## src/rtl/sprite_anim_engine_pkg.sv

```systemverilog
// Shared types and per-state sprite sheet geometry for the fighter sprite engine.
// Frame sizes are precomputed constants so the sequencer only ever adds them.
package sprite_pkg;

  localparam int N_ANIM  = 6;
  localparam int STATE_W = $clog2(N_ANIM);

  typedef enum logic [STATE_W-1:0] {
    ST_STAND   = 3'd0,
    ST_ATTACK  = 3'd1,
    ST_MOVEL   = 3'd2,
    ST_MOVER   = 3'd3,
    ST_DEFENSE = 3'd4,
    ST_HURT    = 3'd5
  } anim_state_t;

  function automatic logic [9:0] st_width(input anim_state_t s);
    case (s)
      ST_ATTACK: st_width = 10'd48;
      ST_HURT:   st_width = 10'd40;
      default:   st_width = 10'd37;
    endcase
  endfunction

  function automatic logic [9:0] st_height(input anim_state_t s);
    case (s)
      ST_STAND: st_height = 10'd51;
      default:  st_height = 10'd51;
    endcase
  endfunction

  function automatic logic [7:0] st_frames(input anim_state_t s);
    case (s)
      ST_STAND:   st_frames = 8'd6;
      ST_ATTACK:  st_frames = 8'd4;
      ST_MOVEL:   st_frames = 8'd6;
      ST_MOVER:   st_frames = 8'd6;
      ST_DEFENSE: st_frames = 8'd3;
      ST_HURT:    st_frames = 8'd3;
      default:    st_frames = 8'd1;
    endcase
  endfunction

  // Words per frame (width * height), kept as literals.
  function automatic logic [18:0] st_fsize(input anim_state_t s);
    case (s)
      ST_ATTACK: st_fsize = 19'd2448;
      ST_HURT:   st_fsize = 19'd2040;
      default:   st_fsize = 19'd1887;
    endcase
  endfunction

  // States are packed back to back in the unified ROM.
  function automatic logic [18:0] st_base(input anim_state_t s);
    case (s)
      ST_STAND:   st_base = 19'd0;
      ST_ATTACK:  st_base = 19'd11322;
      ST_MOVEL:   st_base = 19'd21114;
      ST_MOVER:   st_base = 19'd32436;
      ST_DEFENSE: st_base = 19'd43758;
      ST_HURT:    st_base = 19'd49419;
      default:    st_base = 19'd0;
    endcase
  endfunction

  function automatic logic st_loop(input anim_state_t s);
    case (s)
      ST_ATTACK: st_loop = 1'b0;
      ST_HURT:   st_loop = 1'b0;
      default:   st_loop = 1'b1;
    endcase
  endfunction

endpackage

```

## src/rtl/sprite_anim_engine_rom.sv

```systemverilog
// Single-port synchronous sprite ROM; the image is a fixed address-derived pattern
// (low address byte XOR 8'h15), zero beyond ROM_DEPTH. Output clears when en is low.
module sprite_rom #(
  parameter int PIX_W     = 8,
  parameter int ADDR_W    = 19,
  parameter int ROM_DEPTH = 87000
) (
  input  logic              Clk,
  input  logic              Reset_n,
  input  logic              en,
  input  logic [ADDR_W-1:0] addr,
  output logic [PIX_W-1:0]  q
);

  function automatic logic [PIX_W-1:0] rom_word(input logic [ADDR_W-1:0] a);
    logic [7:0] w;
    w = a[7:0] ^ 8'h15;
    if ({1'b0, a} < (ADDR_W+1)'(ROM_DEPTH)) rom_word = PIX_W'(w);
    else rom_word = '0;
  endfunction

  // Registered read, gated so out-of-box pixels read as zero.
  always_ff @(posedge Clk or negedge Reset_n) begin
    if (!Reset_n) q <= '0;
    else if (en) q <= rom_word(addr);
    else q <= '0;
  end

endmodule

```

## src/rtl/sprite_anim_engine.sv

```systemverilog
// Per-fighter sprite animation sequencer plus 3-stage pixel pipeline.
// Optional horizontal mirroring is enabled with the SPRITE_MIRROR_EN macro.
module sprite_anim_engine
  import sprite_pkg::*;
#(
  parameter int               PIX_W           = 8,
  parameter int               ADDR_W          = 19,
  parameter int               N_STATES        = 6,
  parameter int               FRAME_DIV       = 4,
  parameter int               SCALE_SHIFT     = 1,
  parameter logic [PIX_W-1:0] TRANSPARENT_IDX = 8'h00,
  parameter int               ROM_DEPTH       = 87000
) (
  input  logic               Clk,
  input  logic               Reset_n,
  input  logic               frame_clk,
  input  logic [STATE_W-1:0] anim_state,
  input  logic [9:0]         pos_x,
  input  logic [9:0]         pos_y,
  input  logic               facing_left,
  input  logic [9:0]         DrawX,
  input  logic [9:0]         DrawY,
  output logic               is_character,
  output logic [PIX_W-1:0]   data_Out,
  output logic [7:0]         frame_idx,
  output logic               anim_done
);

  localparam int DIV_W = (FRAME_DIV > 1) ? $clog2(FRAME_DIV) : 1;

  logic [2:0]        fsync_r;
  logic              tick_s;
  anim_state_t       cur_state_r, next_state_s, req_state_s;
  logic [7:0]        frame_idx_r, frame_idx_s;
  logic [ADDR_W-1:0] frame_base_r, frame_base_s;
  logic [DIV_W-1:0]  div_cnt_r, div_cnt_s;
  logic              done_hold_r, done_hold_s;
  logic              anim_done_r, anim_done_s;
  logic [9:0]        pos_x_r, pos_y_r;

  // frame_clk synchroniser; bit 2 remembers the previous synchronised level.
  always_ff @(posedge Clk or negedge Reset_n) begin
    if (!Reset_n) fsync_r <= 3'b000;
    else fsync_r <= {fsync_r[1:0], frame_clk};
  end

  assign tick_s = fsync_r[1] & ~fsync_r[2];

  // Out-of-range requests fall back to standing.
  always_comb begin
    req_state_s = ST_STAND;
    if (int'(anim_state) < N_STATES) req_state_s = anim_state_t'(anim_state);
    else req_state_s = ST_STAND;
  end

  // Sequencer state register.
  always_ff @(posedge Clk or negedge Reset_n) begin
    if (!Reset_n) begin
      cur_state_r  <= ST_STAND;
      frame_idx_r  <= 8'd0;
      frame_base_r <= ADDR_W'(st_base(ST_STAND));
      div_cnt_r    <= '0;
      done_hold_r  <= 1'b0;
      anim_done_r  <= 1'b0;
    end else begin
      cur_state_r  <= next_state_s;
      frame_idx_r  <= frame_idx_s;
      frame_base_r <= frame_base_s;
      div_cnt_r    <= div_cnt_s;
      done_hold_r  <= done_hold_s;
      anim_done_r  <= anim_done_s;
    end
  end

  // Sequencer next-state: state switch, frame divider and loop/one-shot handling.
  always_comb begin
    next_state_s = cur_state_r;
    frame_idx_s  = frame_idx_r;
    frame_base_s = frame_base_r;
    div_cnt_s    = div_cnt_r;
    done_hold_s  = done_hold_r;
    anim_done_s  = 1'b0;
    if (tick_s) begin
      if (req_state_s != cur_state_r) begin
        next_state_s = req_state_s;
        frame_idx_s  = 8'd0;
        div_cnt_s    = '0;
        frame_base_s = ADDR_W'(st_base(req_state_s));
        done_hold_s  = 1'b0;
      end else if (div_cnt_r == DIV_W'(FRAME_DIV - 1)) begin
        div_cnt_s = '0;
        if (done_hold_r) begin
          frame_idx_s = frame_idx_r;
        end else if (frame_idx_r != st_frames(cur_state_r) - 8'd1) begin
          frame_idx_s  = frame_idx_r + 8'd1;
          frame_base_s = frame_base_r + ADDR_W'(st_fsize(cur_state_r));
        end else if (st_loop(cur_state_r)) begin
          frame_idx_s  = 8'd0;
          frame_base_s = ADDR_W'(st_base(cur_state_r));
        end else begin
          anim_done_s = 1'b1;
          done_hold_s = 1'b1;
        end
      end else begin
        div_cnt_s = div_cnt_r + DIV_W'(1);
      end
    end else begin
      anim_done_s = 1'b0;
    end
  end

  // Position is only sampled on the frame tick.
  always_ff @(posedge Clk or negedge Reset_n) begin
    if (!Reset_n) begin
      pos_x_r <= 10'd0;
      pos_y_r <= 10'd0;
    end else if (tick_s) begin
      pos_x_r <= pos_x;
      pos_y_r <= pos_y;
    end
  end

  logic [10:0]       dx_s, dy_s, box_w_s, box_h_s;
  logic              in_box_s;
  logic [9:0]        dx0_r, dy0_r;
  logic              in_box0_r, in_box1_r;
  anim_state_t       state0_r;
  logic [ADDR_W-1:0] base0_r, addr_s, addr1_r;
  logic [9:0]        w1_s, sx_raw_s, sy_s, sx_s;
  logic [PIX_W-1:0]  rom_q_s;

  // Bit 10 is the sign: DrawX left of pos_x never wraps into the box.
  assign dx_s     = {1'b0, DrawX} - {1'b0, pos_x_r};
  assign dy_s     = {1'b0, DrawY} - {1'b0, pos_y_r};
  assign box_w_s  = 11'(st_width(cur_state_r)) << SCALE_SHIFT;
  assign box_h_s  = 11'(st_height(cur_state_r)) << SCALE_SHIFT;
  assign in_box_s = !dx_s[10] && !dy_s[10] && (dx_s < box_w_s) && (dy_s < box_h_s);

  // S0: offsets plus a snapshot of the sequencer so a tick cannot tear a pixel.
  always_ff @(posedge Clk or negedge Reset_n) begin
    if (!Reset_n) begin
      dx0_r     <= 10'd0;
      dy0_r     <= 10'd0;
      in_box0_r <= 1'b0;
      state0_r  <= ST_STAND;
      base0_r   <= '0;
    end else begin
      dx0_r     <= dx_s[9:0];
      dy0_r     <= dy_s[9:0];
      in_box0_r <= in_box_s;
      state0_r  <= cur_state_r;
      base0_r   <= frame_base_r;
    end
  end

  assign w1_s     = st_width(state0_r);
  assign sx_raw_s = dx0_r >> SCALE_SHIFT;
  assign sy_s     = dy0_r >> SCALE_SHIFT;

`ifdef SPRITE_MIRROR_EN
  logic mirror_r, mirror0_r;

  // Facing is latched with the position and snapshotted alongside the frame.
  always_ff @(posedge Clk or negedge Reset_n) begin
    if (!Reset_n) begin
      mirror_r  <= 1'b0;
      mirror0_r <= 1'b0;
    end else begin
      mirror_r  <= tick_s ? facing_left : mirror_r;
      mirror0_r <= mirror_r;
    end
  end

  assign sx_s = mirror0_r ? (w1_s - 10'd1 - sx_raw_s) : sx_raw_s;
`else
  logic unused_facing_s;
  assign unused_facing_s = facing_left;
  assign sx_s = sx_raw_s;
`endif

  assign addr_s = in_box0_r ? (base0_r + ADDR_W'(sy_s) * ADDR_W'(w1_s) + ADDR_W'(sx_s))
                            : '0;

  // S1: ROM address.
  always_ff @(posedge Clk or negedge Reset_n) begin
    if (!Reset_n) begin
      addr1_r   <= '0;
      in_box1_r <= 1'b0;
    end else begin
      addr1_r   <= addr_s;
      in_box1_r <= in_box0_r;
    end
  end

  sprite_rom #(
    .PIX_W    (PIX_W),
    .ADDR_W   (ADDR_W),
    .ROM_DEPTH(ROM_DEPTH)
  ) u_rom (
    .Clk    (Clk),
    .Reset_n(Reset_n),
    .en     (in_box1_r),
    .addr   (addr1_r),
    .q      (rom_q_s)
  );

  logic in_box2_r;

  // S2: box flag aligned with the ROM word.
  always_ff @(posedge Clk or negedge Reset_n) begin
    if (!Reset_n) in_box2_r <= 1'b0;
    else in_box2_r <= in_box1_r;
  end

  assign data_Out     = rom_q_s;
  assign is_character = in_box2_r && (rom_q_s != TRANSPARENT_IDX);
  assign frame_idx    = frame_idx_r;
  assign anim_done    = anim_done_r;

endmodule

```

## config.mk

```make
export PLATFORM = sky130hd
export DESIGN_NAME = sprite_anim_engine
export DESIGN_NICKNAME = d
export VERILOG_FILES = /design/src/rtl/sprite_anim_engine_pkg.sv /design/src/rtl/sprite_anim_engine_rom.sv /design/src/rtl/sprite_anim_engine.sv
export SDC_FILE = /design/constraint.sdc
export NUM_CORES = 1
export LEC_CHECK = 0
export CORE_ASPECT_RATIO = 0.7
export CORE_MARGIN = 10
export CORE_UTILIZATION = 25
export DETAILED_ROUTE_END_ITERATION = 10
export PLACE_DENSITY = 0.43
export REMOVE_ABC_BUFFERS = 1
export SLEW_MARGIN = 20
export SYNTH_ARGS = -nofsm -noshare
export SYNTH_HDL_FRONTEND = slang
export SYNTH_HIERARCHICAL = 1
export SYNTH_SLANG_ARGS = --single-unit
```

## constraint.sdc

```tcl
create_clock -name Clk -period 7.07 [get_ports Clk]
set_clock_uncertainty 0.2 [all_clocks]
set_input_delay 1.0605 -clock Clk [delete_from_list [all_inputs] [get_ports Clk]]
set_output_delay 1.0605 -clock Clk [all_outputs]
set_load 0.02 [all_outputs]
```

==> results.json <==
{
  "outcome": "finished clean",
  "max_freq_mhz": 175,
  "rsz0062_at_grt": "no",
  "cts-htree-levels": 4,
  "startpoint_type": "flop",
  "fin_crit_sh_pct": 81.0,
  "ant_nets": 0,
  "syn_area_um2": 8680,
  "power.static_leakage_nw": 4.89,
  "p_total_mw": 5.81,
  "yosys_warnings": 6,
  "r2r_end": "addr1_r[17]$_DFF_PN0_",
  "synth-seq-cells": 127,
  "final_common_cell": "inv_1",
  "path_class": "reg -> reg",
  "crit_top_cell": "fa_1",
  "cts_inserted_buffers": 17,
  "cts_num_sinks": 127,
  "async_flop_share_pct": 100,
  "critPathMaxStageDelay_ns": 0.53,
  "cts_tree": "yes",
  "post_dp_cell_area_um2": 9810,
  "layout_min_cycle_time_ns": 5.73,
  "hold_depth": 0,
  "synth.distinct_cells": 68,
  "n_antenna_cell": 0,
  "hold_start": "fsync_r[0]$_DFF_PN0_",
  "gp_congestion": 0.870,
  "clk_latency_ns": 0.44,
  "postCtsResizedCells": 0,
  "fin_nets": 1142,
  "vias": 6408,
  "hp-class": "reg -> reg",
  "routedWlPerCell_um": 15.3,
  "first_global_vias": 6584,
  "finalHoldViolCount": 0,
  "ioPinCount": 65,
  "regArea_um2": 3180,
  "grt_pass1_wl_um": 36900,
  "yosys-top-cells-area": "dfrtp_1 (37%), ha_1 (12%), fa_1 (9.9%), inv_1 (5.5%), o21ai_0 (3.5%)",
  "cp_cell_sequence": "nand2b_1 -> nor2_1 -> and2_1 -> fa_1 -> fa_1 -> fa_1 -> inv_1 -> fa_1 -> inv_1 -> ha_1 -> a21o_1 -> a221o_1 -> a311o_1 -> a211oi_2 -> a22oi_1 -> xor2_1 -> and2_1",
  "setup_viol": 0,
  "synth_top_cell_by_area": "dfrtp_1",
  "setup_tns_ns": 0,
  "grt_max_degree": 69,
  "viasPerCell": 4.43,
  "synth_edf_count": 0,
  "rr_worst_depth": 17,
  "fin_area_um2": 10500,
  "dieArea_um2": 42700,
  "syn_avg_cell_area_um2": 9.52,
  "slew_violations": 0,
  "die-width_um": 243,
  "cp.arrival_ns": 5.85,
  "cts_root_buf": "clkbuf_16",
  "core_um2": 33800,
  "reg2reg_slack_ns": 1.34,
  "drt-initial-drc-count": 362,
  "critPathRequiredTime_ns": 7.19,
  "antenna_found_initial": 0,
  "fp-row-count": 56,
  "synth_top_flop_cell": "dfrtp_1",
  "multiInputGateArea_um2": 4910,
  "ir_worst_vdd_mv": 0.604,
  "cp_max_fo": 8,
  "cts_hold_buf": 0,
  "drv_cap": 0,
  "firstDrtPassIters": 4,
  "fillers": 3559,
  "routed_wl_um": 22100,
  "slowest_stage": "fa_1",
  "syn_to_final_growth_pct": 20.5,
  "crit_path_end_kind": "flop",
  "slew_headroom_pct": 30.4,
  "rr_startpoint": "state0_r[1]$_DFF_PN0_",
  "synth_cells": 912,
  "path_clk_slew_ns": 0.06,
  "drc_errors": 0,
  "drive_gt1_share_pct": 5.19,
  "numPortBuffers": 63,
  "worstMarginPinSlew_ns": 1.04,
  "synth_seq_area_share_pct": 36.6,
  "initial_utilization_pct": 25.6,
  "hold_end": "fsync_r[1]$_DFF_PN0_",
  "die_h_um": 176,
  "cts_buffer_depth": 2,
  "grt_usage_pct": 10.9,
  "grt.overflow.total": 0,
  "power.density_nw_per_um2": 555,
  "cts_setup_buffers": 0,
  "final_cell_mix": "inv_1 (128), dfrtp_1 (127), ha_1 (81)",
  "synth_top_area_share_pct": 36.6,
  "hpwl_um": 17200
}
==> metal layers <==
layer	routed length, um	vias up	part of all wire (%)	GRT usage [%]
met1	12300	3057	56	16.5
met4	206	0	0.93	2.57
met2	8430	129	38	14.6
met3	1160	16	5.3	3.15
met5	0	-	0	0
li1	-	3206	-	-
==> state kept, by name, indices dropped and copies added (netlist names), 8 cells and up <==
name / flops
dy0_r: 9
frame_idx: 8
pos_y_r: 10
pos_x_r: 10
dx0_r: 9
addr1_r: 19
frame_base_r: 19
u_rom/q: 8
base0_r: 19
==> worst max-delay path: cells and delay by family (launching register included) <==
family,cells,cell delay (ns)
adder cells (fa/ha/maj),5,2.38
AO/OA/AOI/OAI,5,1.34
AND/OR/NAND/NOR,4,1.06
flip-flops,1,0.37
XOR/XNOR,1,0.15
buffers and inverters,2,0.10
==> how the worst max path moves through the flow <==
stage	start	cells after the start	slack (ns)	endpoint
after floorplan	state0_r[1]$_DFF_PN0_	18	1.83	addr1_r[17]$_DFF_PN0_
after global placement	state0_r[1]$_DFF_PN0_	18	1.36	addr1_r[17]$_DFF_PN0_
after detailed placement	state0_r[1]$_DFF_PN0_	17	1.34	addr1_r[17]$_DFF_PN0_
after CTS	state0_r[1]$_DFF_PN0_	17	1.32	addr1_r[17]$_DFF_PN0_
after global routing	state0_r[1]$_DFF_PN0_	17	0.98	addr1_r[17]$_DFF_PN0_
final	state0_r[1]$_DFF_PN0_	17	1.34	addr1_r[17]$_DFF_PN0_
==> cell families (layout without fill, tap and decap cells) <==
logic type / Yosys count / in the layout / share of synthesized area, %
adder cells (fa/ha/maj): 124 / 124 / 21.6
AO/OA/AOI/OAI: 210 / 210 / 15.8
AND/OR/NAND/NOR: 252 / 252 / 14.6
buffers and inverters: 155 / 226 / 6.96
XOR/XNOR: 43 / 43 / 4.34
multiplexers: 1 / 1 / 0.115
flip-flops: 127 / 127 / 36.6
==> power by group <==
part	switching (mW)	total, mW	internal (mW)
sequential	0.132	0.992	0.860
combinational	2.18	3.82	1.64
clock	0.357	0.991	0.634
total	2.67	5.81	3.14
==> metrics by stage <==
stage               setup WS (ns)  cells  utilization, %  hold WS [ns]
finish                       1.34   1447            30.9         0.154
global route                0.983   1447            30.9         0.156
CTS                          1.32   1447            30.9         0.156
detailed placement           1.34   1416            29.0         0.142
global placement             1.36   1416            29.0         0.133
floorplan                    1.83    886               -         0.131
==> synthesized netlist by cell type (4+ instances only) <==
library cell and count:
nand2_1 72, dfrtp_1 127, fa_1 43, xnor2_1 25, nand3_1 22, buf_2 11
nand4_1 8, xor2_1 18, o21ai_0 60, and3_1 13, a211o_1 5, ha_1 81
and2_1 35, a211oi_1 8, o31ai_1 4, nand2b_1 8, nor3_1 11, a21oi_1 47
o21ai_1 6, nor4_1 4, nor2_1 47, inv_1 128, clkbuf_1 13, o21bai_1 7
a31oi_1 15, a21o_1 15, nor2b_1 15, o21a_1 4
==> area by class of cell <==
type	count	area share [%]
Clock buffer	18	4.20
Clock inverter	13	2.01
Inverter	129	4.63
Multi-Input combinational cell	630	47.0
Sequential cell	127	30.4
Tap cell	464	5.55
Timing Repair Buffer	66	6.26
Note: power is estimated with default switching activity, not from simulation.
